<file path="src/rtl/bcd_counter_n_if.sv">
// Bus bundle for the N-digit BCD counter: control/load inputs plus value, carry and sat outputs.
// The master modport is the controlling side; the slave modport is the counter itself.
interface bcd_counter_n_if #(
  parameter int DIGITS = 3
);
  logic                  count_en;
  logic                  up;
  logic                  load;
  logic [4*DIGITS-1:0]   load_val;
  logic [4*DIGITS-1:0]   data_out;
  logic                  carry;
  logic                  sat;

  modport master (
    output count_en, up, load, load_val,
    input  data_out, carry, sat
  );

  modport slave (
    input  count_en, up, load, load_val,
    output data_out, carry, sat
  );
endinterface

</file>
<file path="src/rtl/bcd_counter_n.sv">
// Parametrised N-digit up/down BCD counter with parallel load and terminal-count carry.
// Optional saturating mode is enabled by defining BCD_CNT_SAT_EN; otherwise the count wraps.
module bcd_counter_n #(
  parameter int DIGITS = 3
) (
  input  logic               clk,
  input  logic               reset,
  bcd_counter_n_if.slave     bus
);

  localparam int W = 4 * DIGITS;

  logic [W-1:0] value_q, value_d;
  logic [W-1:0] stepped;
  logic [W-1:0] clamped;
  logic         allNine;
  logic         allZero;
  logic         atLimit;
  logic         stepReq;

  // Limit detection across every digit, used for both carry and saturation.
  always_comb begin
    allNine = 1'b1;
    allZero = 1'b1;
    for (int k = 0; k < DIGITS; k++) begin
      if (value_q[4*k +: 4] != 4'd9) allNine = 1'b0;
      if (value_q[4*k +: 4] != 4'd0) allZero = 1'b0;
    end
  end

  assign atLimit   = bus.up ? allNine : allZero;
  assign stepReq   = bus.count_en & ~bus.load;
  assign bus.carry = reset & stepReq & atLimit;

  // Single-cycle ripple: a digit steps only while every lower digit rolled over.
  always_comb begin
    logic       ripple;
    logic [3:0] nib;
    stepped = value_q;
    ripple  = 1'b1;
    nib     = 4'd0;
    for (int k = 0; k < DIGITS; k++) begin
      nib = value_q[4*k +: 4];
      if (ripple) begin
        if (bus.up) begin
          stepped[4*k +: 4] = (nib == 4'd9) ? 4'd0 : nib + 4'd1;
          ripple            = (nib == 4'd9);
        end else begin
          stepped[4*k +: 4] = (nib == 4'd0) ? 4'd9 : nib - 4'd1;
          ripple            = (nib == 4'd0);
        end
      end
    end
  end

  // Out-of-range load nibbles clamp to 9 so no non-BCD state is ever stored.
  always_comb begin
    logic [3:0] nib;
    clamped = '0;
    nib     = 4'd0;
    for (int k = 0; k < DIGITS; k++) begin
      nib               = bus.load_val[4*k +: 4];
      clamped[4*k +: 4] = (nib > 4'd9) ? 4'd9 : nib;
    end
  end

`ifdef BCD_CNT_SAT_EN
  logic sat_q, sat_d;

  always_comb begin
    value_d = value_q;
    sat_d   = sat_q;
    if (bus.load) begin
      value_d = clamped;
      sat_d   = 1'b0;
    end else if (bus.count_en) begin
      if (atLimit) begin
        sat_d = 1'b1;
      end else begin
        value_d = stepped;
        sat_d   = 1'b0;
      end
    end
  end

  always_ff @(posedge clk) begin
    if (!reset) begin
      value_q <= '0;
      sat_q   <= 1'b0;
    end else begin
      value_q <= value_d;
      sat_q   <= sat_d;
    end
  end

  assign bus.sat = sat_q;
`else
  always_comb begin
    value_d = value_q;
    if (bus.load) begin
      value_d = clamped;
    end else if (bus.count_en) begin
      value_d = stepped;
    end
  end

  always_ff @(posedge clk) begin
    if (!reset) begin
      value_q <= '0;
    end else begin
      value_q <= value_d;
    end
  end

  assign bus.sat = 1'b0;
`endif

  assign bus.data_out = value_q;

endmodule

</file>
<file path="src/flat_wrapper.sv">
// flat-port wrapper written by rule: the top's interface ports become plain ports
module bcd_counter_n_flat 
#(
  parameter int DIGITS = 3
)
  (clk, reset, bus_count_en, bus_up, bus_load, bus_load_val, bus_data_out, bus_carry, bus_sat);
  bcd_counter_n_if #(.DIGITS(DIGITS)) bus_i ();
  input  logic clk;
  input  logic reset;
  input wire logic [$bits(bus_i.count_en)-1:0] bus_count_en;
  input wire logic [$bits(bus_i.up)-1:0] bus_up;
  input wire logic [$bits(bus_i.load)-1:0] bus_load;
  input wire logic [$bits(bus_i.load_val)-1:0] bus_load_val;
  output wire logic [$bits(bus_i.data_out)-1:0] bus_data_out;
  output wire logic [$bits(bus_i.carry)-1:0] bus_carry;
  output wire logic [$bits(bus_i.sat)-1:0] bus_sat;
  assign bus_i.count_en = bus_count_en;
  assign bus_i.up = bus_up;
  assign bus_i.load = bus_load;
  assign bus_i.load_val = bus_load_val;
  assign bus_data_out = bus_i.data_out;
  assign bus_carry = bus_i.carry;
  assign bus_sat = bus_i.sat;
  bcd_counter_n #(.DIGITS(DIGITS)) u_core (.clk(clk), .reset(reset), .bus(bus_i));
endmodule
</file>
<file path="config.mk">
export PLATFORM = sky130hd
export DESIGN_NAME = bcd_counter_n_flat
export DESIGN_NICKNAME = d
export VERILOG_FILES = /design/src/rtl/bcd_counter_n_if.sv /design/src/rtl/bcd_counter_n.sv /design/src/flat_wrapper.sv
export SDC_FILE = /design/constraint.sdc
export NUM_CORES = 1
export LEC_CHECK = 0
export ABC_CLOCK_PERIOD_IN_PS = 2510
export BUFFER_PORTS_ARGS = -buffer_cell sky130_fd_sc_hd__buf_4
export CORE_MARGIN = 2
export CORE_UTILIZATION = 33
export CTS_CLUSTER_DIAMETER = 50
export DETAILED_ROUTE_END_ITERATION = 16
export HOLD_SLACK_MARGIN = 0.12
export PLACE_DENSITY = 0.52
export SLEW_MARGIN = 20
export SYNTH_ARGS = -nofsm -noshare
export SYNTH_HDL_FRONTEND = slang
export SYNTH_SLANG_ARGS = --single-unit
</file>
<file path="constraint.sdc">
create_clock -name clk -period 2.51 [get_ports clk]
set_input_delay 0.3765 -clock clk [delete_from_list [all_inputs] [get_ports clk]]
set_output_delay 0.3765 -clock clk [all_outputs]
set_load 0.1 [all_outputs]
</file>
---- Word-level counts from Yosys, hierarchy flattened ----
Index checks and enable logic that the tools add are counted.
cells by class
  $add $sub $neg .......................... 6
  $lt $le $gt $ge ......................... 3
  eq/ne operators ......................... 6
  multiplexer cells ....................... 26
  bitwise gates (word level) .............. 4
  reduce and logical (&&, ||, !) cells .... 11
operator list
  cell                   count
  $mux W4                14
  $mux W12               2
  $add A4 B1 Y4 const B  3
  $eq A4 B4 Y1 const B   3
  $gt A4 B4 Y1 const B   3
  $logic_not A4 Y1       3
  $ne A4 B4 Y1 const B   3
  $reduce_bool A4 Y1     3
  $sub A4 B1 Y4 const B  3
  $mux W1                10
  $reduce_bool A2 Y1     3
  $reduce_and A2 Y1      2
  $and A1 B1 Y1          3
  $not A1 Y1             1
storage, ports and cells
  register bits ........................... 12
  input bits .............................. 17
  output and inout bits ................... 14

---- Logic depth before layout (Yosys ltp) ----
  word-level depth ........................ 6
  mapped depth ............................ 7
  gate-level depth less buffers ........... 5

---- Least setup slack after synthesis ----
Ideal clock, no wire load.
  path kind ............................... flip-flop to output port
  start point ............................. reg u_core.value_q[0] (netlist: u_core.bus.data_out[0])
  end point ............................... out bus_carry
  arrival ................................. 4.605 ns
  data required time ...................... 2.134 ns
  setup slack ............................. -2.471 ns
  stages on the path, launching flop included .. 6
  buffers on the path ..................... 1
  path through ............................ dfxtp_1 -> buf_6 -> or4_4 -> nor4_2 -> a21oi_1 -> nor4_1
on the way
  longest elaborated chain between the ends .. 6
  elaborated cells on any way between the ends .. 10
  classes of those cells .................. 1 x eq/ne; 7 x mux; 1 x bitwise; 1 x reduce/logical
ends and longest elaborated chain
  element                                                    line                                      text
  start, declared                                            bcd_counter_n.sv:13                       logic [W-1:0] value_q, value_d;
  start signal, assigned                                     bcd_counter_n.sv:111                      value_q <= value_d;
  $ne A4 B4 Y1 / $reduce_bool A4 Y1 (equally long branches)  bcd_counter_n.sv:26, bcd_counter_n.sv:27
  $mux W1 (on tied branches) (3 in a row)                    bcd_counter_n.sv:26, bcd_counter_n.sv:27
  $mux W1 (*)                                                bcd_counter_n.sv:31                       assign atLimit = bus.up ? allNine : allZero;
  $and A1 B1 Y1 (*)                                          bcd_counter_n.sv:33                       assign bus.carry = reset & stepReq & atLimit;
  end, declared                                              flat_wrapper.sv:15                        output wire logic [$bits(bus_i.carry)-1:0] bus_carry;
Every way passes the cells marked *; elsewhere a longest branch is shown, timed or not.

---- Worst setup path after layout ----
  start point ............................. reg u_core.value_q[1] (netlist: u_core.bus.data_out[1])
  end point ............................... out bus_carry
The elaborated chain is that of the path after synthesis.

==> run summary <==
adder-cell area share of the yosys netlist -> 0
met3 wire length -> 138 um
Iter 0 DRT Violations -> 77
share of cells above drive strength 1 -> 0.2907
Syn Nets -> 170
Power Density -> 477.5 nW/um^2
Tot Pwr -> 0.6464 mW
Setup TNS -> 0 ns
clock latency on the worst-skew pair -> 0.28 ns
Yosys reg bits -> 12
largest area contributor in the netlist -> dfxtp_1
Compound-Gate Fraction of Synth Area -> 0.3310
vias in the first global route -> 1055
Synth cell types -> 45
drt wl/cell -> 14.00 um
Post-Syn Instances -> 153
Worst Setup Start Kind -> register
final wirelength -> 3025 um
Core Area -> 3053 sq um
upper clock frequency limit -> 419.8 MHz
final setup fails -> 0
CP max-delay cell -> or4_4
Total GRT Usage -> 0.1770
list of most frequent post-synthesis cells -> 16 x nand2_1, 14 x a21oi_1, 14 x o21ai_0, 12 x dfxtp_1, 9 x nand3_1
Worst setup EP type -> output pin
Slowest Stage Delay on Critical Path -> 0.55 ns
full die area -> 3689 sq um
leakage power -> 0.5384 nW
Post-Syn Area -> 1062 sq um
clock root cell -> clkbuf_4
MaxCap Viol Count -> 0
critical path fanouts, max -> 8
Clock transition at path regs -> 0.09 ns
die outline height -> 60.74 um
minimum clock period -> 2.382 ns
Hold Fails Final Rpt -> 0
Fill cells -> 349
Ports -> 31
top-count cell post-synth -> nand2_1
pin count of the biggest net entering global routing -> 20
gr ovfl total -> 0
Setup Skew -> 0.01501 ns
main combinational cell family by area after synthesis -> compound AO/OA/AOI/OAI gates
cts bufs inserted -> 3
setup ws final -> 0.1282 ns
number of diodes -> 0
initial antenna violation count -> 0
CTS sink count -> 12
Port Buf Inserts -> 29
DP HPWL -> 2241 um
R2R depth -> 5
Die Wd -> 60.74 um
DRC -> 0
XOR/XNOR Fraction of Synth Area -> 0.04947
sequential share of the synthesized area -> 0.2261
Clock Path Buffers -> 2
initial core utilization -> 0.3480
GP Congestion -> 0.7850
post-synthesis mux area share -> 0.01885
largest cells by area after synthesis -> dfxtp_1 23%, a21oi_1 6.6%, o21ai_0 6.6%
status -> finished, final reports clean
Largest register FFs -> 12
Final period util -> 0.9489
DRT Pass-1 Iters -> 5
mean post-synth cell area -> 6.943 sq um
yosys synthesis warning count -> 0
CTS H-tree depth -> 1
CTS tree -> yes
vias post-DR -> 1183
dpl ws -> 0.2362 ns
CP arrival -> 2.01 ns
Post-CTS Hold Fix Bufs -> 0
nets -> 190
drt via density -> 5.477
crit path buf inv count -> 1
WP depth -> 5
most used cell, CP -> nor4_4
kind of critical path -> register to output pin
RSZ-0062 raised after global routing -> false
most used flip-flop cell after synthesis -> dfxtp_1
synthesis-to-finish area growth -> 27.44%
Final Slew Violations -> 0
Post-Route M1 WL -> 1468 um
Top Layer Used -> met4
Post-synth EDFFs -> 0
hold path depth -> 2
cell family with most CP delay -> simple AND/OR/NAND/NOR gates
met2 WL -> 1397 um
DRT antenna net count -> 0
first-pass GRT wire length -> 4885 um
CP Cell Sequence -> or4_4 -> nor4_4 -> a21oi_2 -> nor4_4 -> buf_6
post-synth top area share -> 0.2261
Synth Area in Simple Gates -> 0.2768
Worst VDD drop -> 0.1939 mV
# rows -> 20
fraction of registers with async set/reset -> 0
Hold/Removal Path Class -> input pin to register
WP data required -> 2.13 ns
layer usage:
layer  global-route usage  vias to the layer above
li1                     -                      594
met1               0.2513                      554
met2               0.2765                       33
met3              0.01919                        2
met4              0.06522                        0
met5                    0                        -
cell families after synthesis:
group,count (synthesis)
AOI/OAI and AO/OA,54
xor gates and xnor gates,6
buffers and inverters,22
DFF,12
muxes,2
other,1
and+or+nand+nor,56
worst register-to-register path: stages, from the launching register on:
cell and delay [ns]:
dfxtp_4 0.38, nor2_1 0.27, o211a_1 0.29, nand2_1 0.21, o41a_1 0.41, nand2_1 0.07
per-stage QoR:
step / area [sq um] / hold slack [ns] / cells / util
6_report: 1354 / 0.3359 / 216 / 0.4434
5_1_grt: 1354 / 0.3423 / 216 / 0.4434
4_1_cts: 1350 / 0.3318 / 216 / 0.4422
3_5_place_dp: 1324 / 0.5084 / 212 / 0.4336
3_3_place_gp: 1324 / 0.5065 / 212 / 0.4336
2_1_floorplan: 1124 / 0.5125 / 153 / -
final timing paths:
check                                            start                      end  slack, ns
worst max-delay path            u_core.bus.data_out[1]                bus_carry       0.13
worst min-delay path                   bus_load_val[4]   u_core.bus.data_out[4]       0.34
worst max register to register  u_core.bus.data_out[1]  u_core.bus.data_out[11]       0.82
worst min register to register  u_core.bus.data_out[2]   u_core.bus.data_out[2]       0.52
placed cells by master (no fill, tap or decap), drive strengths merged, types with 2 or more instances in the layout:
master  netlist  routed
nor2          6       6
nor3          4       4
and3          3       3
o31ai         2       2
a21oi        14      14
buf           8      30
a31oi         4       4
inv           7       7
nand4         2       2
nand3         9       9
nor2b         5       5
o211ai        2       2
o21a          4       4
dfxtp        12      12
xnor2         5       5
mux2i         2       2
or2           2       2
o311a         2       2
nand2        16      16
o21ai        15      15
clkbuf        7       3
nor4          3       3
or3           2       2
where the power goes:
part | internal [mW] | leakage, nW | switching, mW | total [mW]
sequential | 0.205 | 0.104 | 0.0365 | 0.241
clock | 0.0576 | 0.0154 | 0.0722 | 0.130
combinational | 0.0865 | 0.419 | 0.189 | 0.275
total | 0.349 | 0.538 | 0.297 | 0.646
cell type report:
type                       instances  area, sq um  share of cell area
multi-input combinational        119        749.5              0.5536
sequential                        12        267.8              0.1978
timing repair buffer              30        229.0              0.1691
tap                               44        55.05             0.04067
inverter                           7        26.28             0.01941
clock buffer                       3        22.52             0.01664
clock inverter                     1        3.754            0.002773
timing repair:
action,in CTS,in global routing
hold endpoints to repair,0,0
resized for setup,0,1
buffers inserted,0,0
endpoints found under the setup margin,0,1
Note: power is estimated with default switching activity, not from simulation.
